<file path="src/rtl/lcd_spi_pkg.sv">
// -----------------------------------------------------------------------------
// lcd_spi_pkg
// Definitions shared by the LCD SPI transmit and receive sides.
//   BYTE_W      : width of one SPI byte
//   lcd_state_e : serial FSM states (IDLE, SHIFT)
//   rx_entry_t  : one buffered byte with its DC (command/data) tag
// -----------------------------------------------------------------------------
package lcd_spi_pkg;

   localparam int BYTE_W = 8;

   typedef enum logic [0:0] {
      IDLE  = 1'b0,
      SHIFT = 1'b1
   } lcd_state_e;

   typedef struct packed {
      logic              dc;
      logic [BYTE_W-1:0] data;
   } rx_entry_t;

endpackage

</file>
<file path="src/rtl/sync_fifo.sv">
// -----------------------------------------------------------------------------
// sync_fifo
// Single-clock FIFO with registered read/write pointers and an occupancy
// counter. The head entry is presented combinationally from the storage
// array at the read pointer.
// Ports:
//   clk, rst  : clock, synchronous active-high reset (empties the FIFO)
//   push      : write wr_data; accepted when not full, or when full and a
//               pop is accepted in the same cycle
//   wr_data   : entry to write
//   pop       : remove head entry; ignored when empty
//   rd_data   : head entry (undefined content when empty)
//   full      : FIFO holds DEPTH entries
//   empty     : FIFO holds no entries
// -----------------------------------------------------------------------------
module sync_fifo #(
   parameter int WIDTH = 9,
   parameter int DEPTH = 4
) (
   input  logic             clk,
   input  logic             rst,
   input  logic             push,
   input  logic [WIDTH-1:0] wr_data,
   input  logic             pop,
   output logic [WIDTH-1:0] rd_data,
   output logic             full,
   output logic             empty
);

   localparam int AW = $clog2(DEPTH);
   localparam int CW = AW + 1;

   logic [WIDTH-1:0] mem_q [DEPTH];
   logic [AW-1:0]    wr_ptr_q, wr_ptr_d;
   logic [AW-1:0]    rd_ptr_q, rd_ptr_d;
   logic [CW-1:0]    count_q, count_d;
   logic             push_ok;
   logic             pop_ok;

   assign full    = (count_q == CW'(DEPTH));
   assign empty   = (count_q == '0);
   assign pop_ok  = pop & ~empty;
   // A pop in the same cycle frees the slot the push needs.
   assign push_ok = push & (~full | pop_ok);
   assign rd_data = mem_q[rd_ptr_q];

   always_comb begin
      wr_ptr_d = wr_ptr_q;
      rd_ptr_d = rd_ptr_q;
      count_d  = count_q;
      if (push_ok) begin
         wr_ptr_d = wr_ptr_q + AW'(1);
      end
      if (pop_ok) begin
         rd_ptr_d = rd_ptr_q + AW'(1);
      end
      if (push_ok && !pop_ok) begin
         count_d = count_q + CW'(1);
      end else if (pop_ok && !push_ok) begin
         count_d = count_q - CW'(1);
      end
   end

   always_ff @(posedge clk) begin
      if (rst) begin
         wr_ptr_q <= '0;
         rd_ptr_q <= '0;
         count_q  <= '0;
      end else begin
         wr_ptr_q <= wr_ptr_d;
         rd_ptr_q <= rd_ptr_d;
         count_q  <= count_d;
      end
   end

   // Storage carries no reset so it can map onto RAM; validity comes from count_q.
   always_ff @(posedge clk) begin
      if (push_ok) begin
         mem_q[wr_ptr_q] <= wr_data;
      end
   end

endmodule

</file>
<file path="src/rtl/lcd_spi_rx.sv">
// -----------------------------------------------------------------------------
// lcd_spi_rx
// SPI mode-0 responder for the LCD link. Receives MSB-first bytes under an
// active-low chip select, tags each byte with the DC level seen on its last
// bit, and queues it for a valid/ready consumer.
// Ports:
//   clk, rst   : system clock, synchronous active-high reset
//   spi_clk    : SCK from master (asynchronous, idle low, sampled on rise)
//   spi_mosi   : serial data, MSB first (asynchronous)
//   spi_dc     : 0 = command, 1 = data; captured with bit 0 (asynchronous)
//   spi_cs     : chip select, active low (asynchronous)
//   rx_data    : head byte, 0 when empty
//   rx_dc      : head DC tag, 0 when empty
//   rx_valid   : buffer non-empty
//   rx_ready   : consumer takes head byte when rx_valid & rx_ready
//   overflow   : sticky, a completed byte was dropped on a full buffer
//   frame_err  : one-cycle pulse, CS released with a partial byte
//   busy       : CS asserted and FSM shifting
// -----------------------------------------------------------------------------
module lcd_spi_rx
   import lcd_spi_pkg::*;
#(
   parameter int SYNC_STAGES = 2,
   parameter int FIFO_DEPTH  = 4
) (
   input  logic       clk,
   input  logic       rst,
   input  logic       spi_clk,
   input  logic       spi_mosi,
   input  logic       spi_dc,
   input  logic       spi_cs,
   output logic [7:0] rx_data,
   output logic       rx_dc,
   output logic       rx_valid,
   input  logic       rx_ready,
   output logic       overflow,
   output logic       frame_err,
   output logic       busy
);

   localparam logic [0:0] ST_IDLE  = IDLE;
   localparam logic [0:0] ST_SHIFT = SHIFT;

   // ---------------- input synchronizers + edge-detect flops ----------------
   logic [SYNC_STAGES-1:0] sck_sync_q,  sck_sync_d;
   logic [SYNC_STAGES-1:0] mosi_sync_q, mosi_sync_d;
   logic [SYNC_STAGES-1:0] dc_sync_q,   dc_sync_d;
   logic [SYNC_STAGES-1:0] cs_sync_q,   cs_sync_d;
   logic                   sck_dly_q,   sck_dly_d;
   logic                   cs_dly_q,    cs_dly_d;

   logic sck_s, mosi_s, dc_s, cs_s;
   logic sck_rise, cs_fall, cs_rise;

   always_comb begin
      sck_sync_d  = {sck_sync_q[SYNC_STAGES-2:0],  spi_clk};
      mosi_sync_d = {mosi_sync_q[SYNC_STAGES-2:0], spi_mosi};
      dc_sync_d   = {dc_sync_q[SYNC_STAGES-2:0],   spi_dc};
      cs_sync_d   = {cs_sync_q[SYNC_STAGES-2:0],   spi_cs};
      sck_dly_d   = sck_s;
      cs_dly_d    = cs_s;
   end

   always_ff @(posedge clk) begin
      if (rst) begin
         sck_sync_q  <= '0;
         mosi_sync_q <= '0;
         dc_sync_q   <= '0;
         // CS path resets to the deasserted level so reset release is not a CS edge.
         cs_sync_q   <= '1;
         sck_dly_q   <= 1'b0;
         cs_dly_q    <= 1'b1;
      end else begin
         sck_sync_q  <= sck_sync_d;
         mosi_sync_q <= mosi_sync_d;
         dc_sync_q   <= dc_sync_d;
         cs_sync_q   <= cs_sync_d;
         sck_dly_q   <= sck_dly_d;
         cs_dly_q    <= cs_dly_d;
      end
   end

   assign sck_s    = sck_sync_q[SYNC_STAGES-1];
   assign mosi_s   = mosi_sync_q[SYNC_STAGES-1];
   assign dc_s     = dc_sync_q[SYNC_STAGES-1];
   assign cs_s     = cs_sync_q[SYNC_STAGES-1];
   assign sck_rise = sck_s & ~sck_dly_q;
   assign cs_fall  = ~cs_s & cs_dly_q;
   assign cs_rise  = cs_s & ~cs_dly_q;

   // ---------------- serial FSM ----------------
   logic [0:0]        state_q, state_d;
   logic [2:0]        cnt_q, cnt_d;
   logic [BYTE_W-1:0] shift_q, shift_d;
   logic              frame_err_q, frame_err_d;
   logic              overflow_q, overflow_d;
   logic              push_req;
   rx_entry_t         push_entry;
   rx_entry_t         head_entry;
   logic              fifo_full, fifo_empty, fifo_pop;

   always_comb begin
      state_d         = state_q;
      cnt_d           = cnt_q;
      shift_d         = shift_q;
      frame_err_d     = 1'b0;
      push_req        = 1'b0;
      push_entry.dc   = dc_s;
      push_entry.data = {shift_q[BYTE_W-2:0], mosi_s};
      case (state_q)
         ST_IDLE: begin
            cnt_d = '0;
            if (cs_fall) begin
               state_d = ST_SHIFT;
            end
         end
         default: begin
            if (sck_rise) begin
               shift_d  = {shift_q[BYTE_W-2:0], mosi_s};
               cnt_d    = cnt_q + 3'd1;
               push_req = (cnt_q == 3'd7);
            end
            // CS release is judged after any coincident SCK edge has been
            // counted, so a byte finishing on the same cycle is not an error.
            if (cs_rise) begin
               state_d     = ST_IDLE;
               frame_err_d = (cnt_d != 3'd0);
               cnt_d       = '0;
            end
         end
      endcase
   end

   assign fifo_pop   = rx_ready & ~fifo_empty;
   assign overflow_d = overflow_q | (push_req & fifo_full & ~fifo_pop);

   always_ff @(posedge clk) begin
      if (rst) begin
         state_q     <= ST_IDLE;
         cnt_q       <= '0;
         shift_q     <= '0;
         frame_err_q <= 1'b0;
         overflow_q  <= 1'b0;
      end else begin
         state_q     <= state_d;
         cnt_q       <= cnt_d;
         shift_q     <= shift_d;
         frame_err_q <= frame_err_d;
         overflow_q  <= overflow_d;
      end
   end

   // ---------------- receive buffer ----------------
   sync_fifo #(
      .WIDTH ($bits(rx_entry_t)),
      .DEPTH (FIFO_DEPTH)
   ) u_fifo (
      .clk     (clk),
      .rst     (rst),
      .push    (push_req),
      .wr_data (push_entry),
      .pop     (fifo_pop),
      .rd_data (head_entry),
      .full    (fifo_full),
      .empty   (fifo_empty)
   );

   assign rx_valid  = ~fifo_empty;
   assign rx_data   = fifo_empty ? 8'h00 : head_entry.data;
   assign rx_dc     = fifo_empty ? 1'b0  : head_entry.dc;
   assign overflow  = overflow_q;
   assign frame_err = frame_err_q;
   assign busy      = (state_q == ST_SHIFT) & ~cs_s;

endmodule

</file>
<file path="config.mk">
export PLATFORM = sky130hd
export DESIGN_NAME = lcd_spi_rx
export DESIGN_NICKNAME = d
export VERILOG_FILES = /design/src/rtl/lcd_spi_pkg.sv /design/src/rtl/sync_fifo.sv /design/src/rtl/lcd_spi_rx.sv
export SDC_FILE = /design/constraint.sdc
export NUM_CORES = 1
export LEC_CHECK = 0
export ABC_AREA = 1
export CAP_MARGIN = 30
export CORE_MARGIN = 3
export CORE_UTILIZATION = 50
export CTS_CLUSTER_DIAMETER = 100
export DETAILED_ROUTE_END_ITERATION = 12
export MAX_ROUTING_LAYER = met4
export PLACE_DENSITY_LB_ADDON = 0.1
export SYNTH_ARGS = -nofsm -noshare
export SYNTH_HDL_FRONTEND = slang
export SYNTH_HIERARCHICAL = 1
export SYNTH_SLANG_ARGS = --single-unit
</file>
<file path="constraint.sdc">
create_clock -name clk -period 4.6 [get_ports clk]
set_input_delay 0.69 -clock clk [delete_from_list [all_inputs] [get_ports clk]]
set_output_delay 0.69 -clock clk [all_outputs]
set_load 0.05 [all_outputs]
</file>
---- After elaboration in Yosys (flattened, before gate mapping) ----
Memories as Yosys holds them, arrays and structs flattened. A register that Yosys moved wholly into a read port is not among the register bits.
Index checks and enable logic that the tools add are counted.
Widths: inputs -> output; s select.
storage, ports and cells
  input bits .............................. 7
  logic and storage cells ................. 66
  memory bits (writable) .................. 36
  memories kept ........................... 1
  output and inout port bits .............. 13
  bits in registers ....................... 30
memories
  memory        words  width  read ports  clocked after memory_dff  wr ports  RTL line         text
  u_fifo.mem_q  4      9      1           1                         1         sync_fifo.sv:33  logic [WIDTH-1:0] mem_q [DEPTH];
cells by class
  equal/unequal tests ..................... 2
  muxes and demuxes ....................... 15
  bitwise gates (word level) .............. 19
  reductions and logical operators ........ 10
  add/subtract/negate cells ............... 5
operator list
  kind                 number
  $mux 3               4
  $and 1x1->1          9
  $mux 1               8
  $mux 8               1
  $not 1->1            8
  $add 3x1->3 const B  2
  $eq 3x3->1 const B   2
  $reduce_or 3->1      2
  $add 2x1->2 const B  2
  $mux 2               2
  $logic_not 3->1      1
  $reduce_bool 3->1    1
  $sub 3x1->3 const B  1
  $logic_and 1x1->1    2
  $logic_not 1->1      2
  $or 1x1->1           2
  $reduce_and 2->1     1
  $reduce_bool 2->1    1

---- Longest topological paths before layout ----
  word-level depth ........................ 10
  mapped depth ............................ 18
  depth with buffers taken out ............ 17

---- Hierarchy ----
Netlist, hierarchy kept.
by module, submodules not included
  module      area an instance (µm²)  cells an instance  times used  seq. area each (µm²)
  sync_fifo   1,869.3                 158                1           1,261.2
  lcd_spi_rx  922.1                   124                1           460.4

---- Worst setup path after synthesis ----
Ideal clock, no wire load.
  kind .................................... reg2reg
  from .................................... reg u_fifo.count_q[0]
  to ...................................... reg u_fifo.count_q[2]
  library setup time ...................... 0.113 ns
  arrival ................................. 2.312 ns
  path buffers ............................ 1
  clock period less this slack ............ 2.425 ns
  required time ........................... 4.487 ns
  setup slack ............................. 2.175 ns
  stages on the path, launching flop included .. 19
  path through ............................ dfxtp_1 nor2_4 nand2_4 inv_1 clkbuf_1 nor2_1 inv_1 nand3_2 nand2_1 inv_1 ha_1 inv_1 fa_1 inv_1 nand2_1 nand3_1 nand2_1 nand2_1 nor2_1
between the ends
  cells in the longest elaborated chain, start to end .. 9
  elaborated cells between the ends (all ways) .. 17
  classes of those cells .................. add/sub: 2; eq/ne: 1; mux: 2; bitwise: 6; reduce/logical: 6
ends and longest elaborated chain
  what                         RTL line           text
  from (decl)                  sync_fifo.sv:36    logic [CW-1:0] count_q, count_d;
  from (signal assigned)       sync_fifo.sv:72    count_q <= count_d;
  $logic_not 3->1 *            sync_fifo.sv:41    assign empty = (count_q == '0);
  named net fifo_empty         lcd_spi_rx.sv:100  logic fifo_full, fifo_empty, fifo_pop;
  $not 1->1 *                  lcd_spi_rx.sv:134  assign fifo_pop = rx_ready & ~fifo_empty;
  $and 1x1->1 *                lcd_spi_rx.sv:134
  named net fifo_pop           lcd_spi_rx.sv:100
  $and 1x1->1 *                sync_fifo.sv:42    assign pop_ok = pop & ~empty;
  $or 1x1->1 *                 sync_fifo.sv:44    assign push_ok = push & (~full | pop_ok);
  $and 1x1->1 *                sync_fifo.sv:44
  named net u_fifo.push_ok     sync_fifo.sv:37    logic push_ok;
  $logic_not 1->1              sync_fifo.sv:59    end else if (pop_ok && !push_ok) begin
  $logic_and 1x1->1            sync_fifo.sv:59
  $reduce_bool 2->1 (no line)  --
Mark *: on every way through the listed nets, which the timed path passes. The rest lies on a longest branch. The select of a mux whose other input is x is not followed.
A chain may end at the register's enable or synchronous reset.

==> reports/qor.txt <==
fin crit share -> 0.6832
die area -> 6516 µm²
Post-CTS Resized -> 0
gr usage total -> 0.1683
crit path max fanout -> 19
layout cells sized above 1 -> 0.08039
YS warnings -> 6
uppermost layer routed -> met4
Rows -> 26
met3 routed WL -> 237 µm
Synth-to-Final Area Change -> 15.87%
Crit Path Class -> reg -> out
Synth Area in Adders -> 0.03855
Synth Area in Compound Gates -> 0.09144
synth top area cells -> edfxtp_1 (39%), dfxtp_1 (23%), inv_1 (7.1%), nor2_1 (7.1%), o21ai_0 (4.1%)
final hold violations -> 0
pwr dens -> 369.4 nW/µm²
worst hold-check path type -> reg -> reg
Worst EP arrival -> 2.45 ns
router iterations before antenna repair -> 6
mux share of post-synthesis cell area -> 0
Worst slew margin -> 0.3946
Post-Route Utilization -> 0.6175
Post-Syn Instances -> 282
Hold Path Cell Cnt -> 2
Avg WL per Cell -> 12.43 µm
Num CTS Buffers -> 9
WL met2 -> 2134 µm
Root Driver -> clkbuf_8
diodes inserted -> 0
core area -> 5238 µm²
cell area after synthesis -> 2791 µm²
final setup TNS -> 0 ns
Synth area leader -> edfxtp_1
post-synthesis sequential area ratio -> 0.6168
VDD IR-drop max -> 0.2138 mV
drt total wl -> 4735 µm
R2R depth -> 17
Post-Syn Nets -> 297
Leak Pwr -> 1.248 nW
Setup Fix Bufs, Post-CTS -> 0
unique cell type count in the Yosys netlist -> 26
Port-buffer cells -> 19
critical path, cell by cell -> o21ai_0 > o22ai_1 > inv_1 > nor2_1 > clkdlybuf4s50_1
minimum clock period -> 3.143 ns
RSZ-0062 raised after global routing -> false
Seq cells post-synth -> 68
Setup crit end kind -> output port
CP Data Required Time -> 3.91 ns
slowest cell on the critical path -> clkdlybuf4s50_1
Simple-Gate Fraction of Synth Area -> 0.1569
Die Height -> 80.72 µm
Hold EP -> mosi_sync_q[1]$_SDFF_PP0_
Initial Util -> 0.5330
HP Start -> mosi_sync_q[0]$_SDFF_PP0_
reg2reg start -> u_fifo/count_q[0]$_SDFFE_PP0P_
post-synthesis xor/xnor area fraction -> 0.003138
GR Overflow Total -> 0
main combinational cell family by area after synthesis -> simple AND/OR/NAND/NOR gates
Sink Count -> 68
# DRC -> 0
deepest clock path buffer count -> 2
FMAX -> 0.3182 GHz
Nets -> 321
outcome -> completed
initial antenna violation count -> 0
max-cap viol count -> 0
Slew Viols, Final -> 0
first-pass GRT wire length -> 7817 µm
clk_lat worst skew -> 0.33 ns
Via density -> 4.766
R2R Setup Slk -> 1.94 ns
DRT met1 WL -> 2311 µm
vias in the first global route -> 1652
H-tree Lvls -> 3
Hold-fix buffers, CTS -> 0
slowest stage delay, CP -> 0.81 ns
CP startpoint kind -> flop
Final setup violation count -> 0
ANT nets after route -> 0
Synth top area share -> 0.3873
Ports -> 20
CTS tree -> built
reg2reg end -> u_fifo/count_q[2]$_SDFFE_PP0P_
Worst Clk Skew -> 0.003523 ns
hpwl dp -> 3131 µm
DR iter-0 viols -> 55
Worst-path clk slew -> 0.07 ns
GPL Wtd Cong -> 0.7296
commonest non-fill, non-tap cells in the layout -> inv_1 (53), nor2_1 (53), edfxtp_1 (36)
Tightest Pin Transition -> 0.9047 ns
via count -> 1816
synthesized area per cell -> 9.899 µm²
largest net degree at the start of global routing -> 20
Die Wd -> 80.72 µm
[routing by layer]
metal | vias to the layer above | track usage
met3 | 5 | 0.05045
met4 | 0 | 0.07095
met1 | 823 | 0.2200
li1 | 960 | -
met5 | - | -
met2 | 28 | 0.2442
[cells in the mapped netlist]
| library cell | number |
|---|---|
| inv_1 | 53 |
| nor2_1 | 53 |
| edfxtp_1 | 36 |
| dfxtp_1 | 32 |
| o21ai_0 | 23 |
| nand2_1 | 21 |
| a21oi_1 | 12 |
| nand3_1 | 10 |
| o22ai_1 | 9 |
| ha_1 | 7 |
| buf_6 | 4 |
| o21ai_1 | 3 |
| or2_2 | 3 |
| clkbuf_1 | 2 |
| nand2_4 | 2 |
| nor3_1 | 2 |
| fa_1 | 1 |
| inv_6 | 1 |
| nand2_2 | 1 |
| nand3_2 | 1 |
| nand3_4 | 1 |
| nand3b_1 | 1 |
| nand4_1 | 1 |
| nor2_4 | 1 |
| o21ai_2 | 1 |
| xor2_1 | 1 |
[kinds of logic (layout without fill, tap and decap cells)]
group / Yosys count / after routing
and+or+nand+nor: 97 / 97
DFF: 68 / 68
buffers and inverters: 60 / 89
AOI/OAI and AO/OA: 48 / 48
adders and majority gates: 8 / 8
xor gates and xnor gates: 1 / 1
[registers in the layout, summed over array words and instances (netlist names), named ones only]
name             flops
mosi_sync_q          2
cs_dly_q             1
dc_sync_q            2
u_fifo/mem_q        36
state_q              1
overflow             1
frame_err            1
u_fifo/rd_ptr_q      2
cnt_q                3
shift_q              7
sck_dly_q            1
sck_sync_q           2
u_fifo/count_q       3
u_fifo/wr_ptr_q      2
cs_sync_q            2
[stage by stage]
stage          hold slack [ns]  total power [W]  setup WS [ns]  std cells  instance area (µm²)
6_report                0.4030         0.001195          1.457        381                 3234
5_1_grt                 0.4079         0.001233          1.240        381                 3234
4_1_cts                 0.4058         0.001208          1.415        381                 3234
3_5_place_dp            0.3957        0.0006784          1.618        365                 3017
3_3_place_gp            0.3905        0.0006783          1.688        365                 3017
2_1_floorplan           0.3883        0.0006687          2.175        282                 2791
[cell type report]
| class | instances | area (µm²) |
|---|---|---|
| Clock buffer | 12 | 145.1 |
| Clock inverter | 4 | 72.57 |
| Fill cell | 465 | 2003 |
| Inverter | 54 | 207.7 |
| Multi-Input combinational cell | 154 | 809.5 |
| Sequential cell | 68 | 1722 |
| Tap cell | 70 | 87.58 |
| Timing Repair Buffer | 19 | 190.2 |
[critical path: cells and delay by family, from the launching register on]
kind                   cells  cell delay [ns]
AO/OA/AOI/OAI              2             0.39
buffers and inverters      2             0.87
flip-flops                 1             0.76
AND/OR/NAND/NOR            1             0.09
[power breakdown]
part | internal, W | total, W | switching [W]
Sequential | 0.000639 | 0.000644 | 0.00000446
Combinational | 0.00000963 | 0.0000211 | 0.0000115
Clock | 0.000319 | 0.000530 | 0.000210
[how the worst max path moves through the flow]
| stage | start | endpoint | slack [ns] | depth (start not counted) |
|---|---|---|---|---|
| final | flop | rx_data[2] | 1.46 | 5 |
| after global routing | flop | rx_data[0] | 1.24 | 5 |
| after CTS | flop | rx_data[3] | 1.41 | 5 |
| after detailed placement | rx_ready | u_fifo/count_q[2]$_SDFFE_PP0P_ | 1.62 | 16 |
| after global placement | rx_ready | u_fifo/mem_q[3][4]$_DFFE_PP_ | 1.69 | 7 |
| after floorplan | u_fifo/count_q[0]$_SDFFE_PP0P_ | u_fifo/count_q[2]$_SDFFE_PP0P_ | 2.18 | 18 |
(Power assumes the default switching activity.)
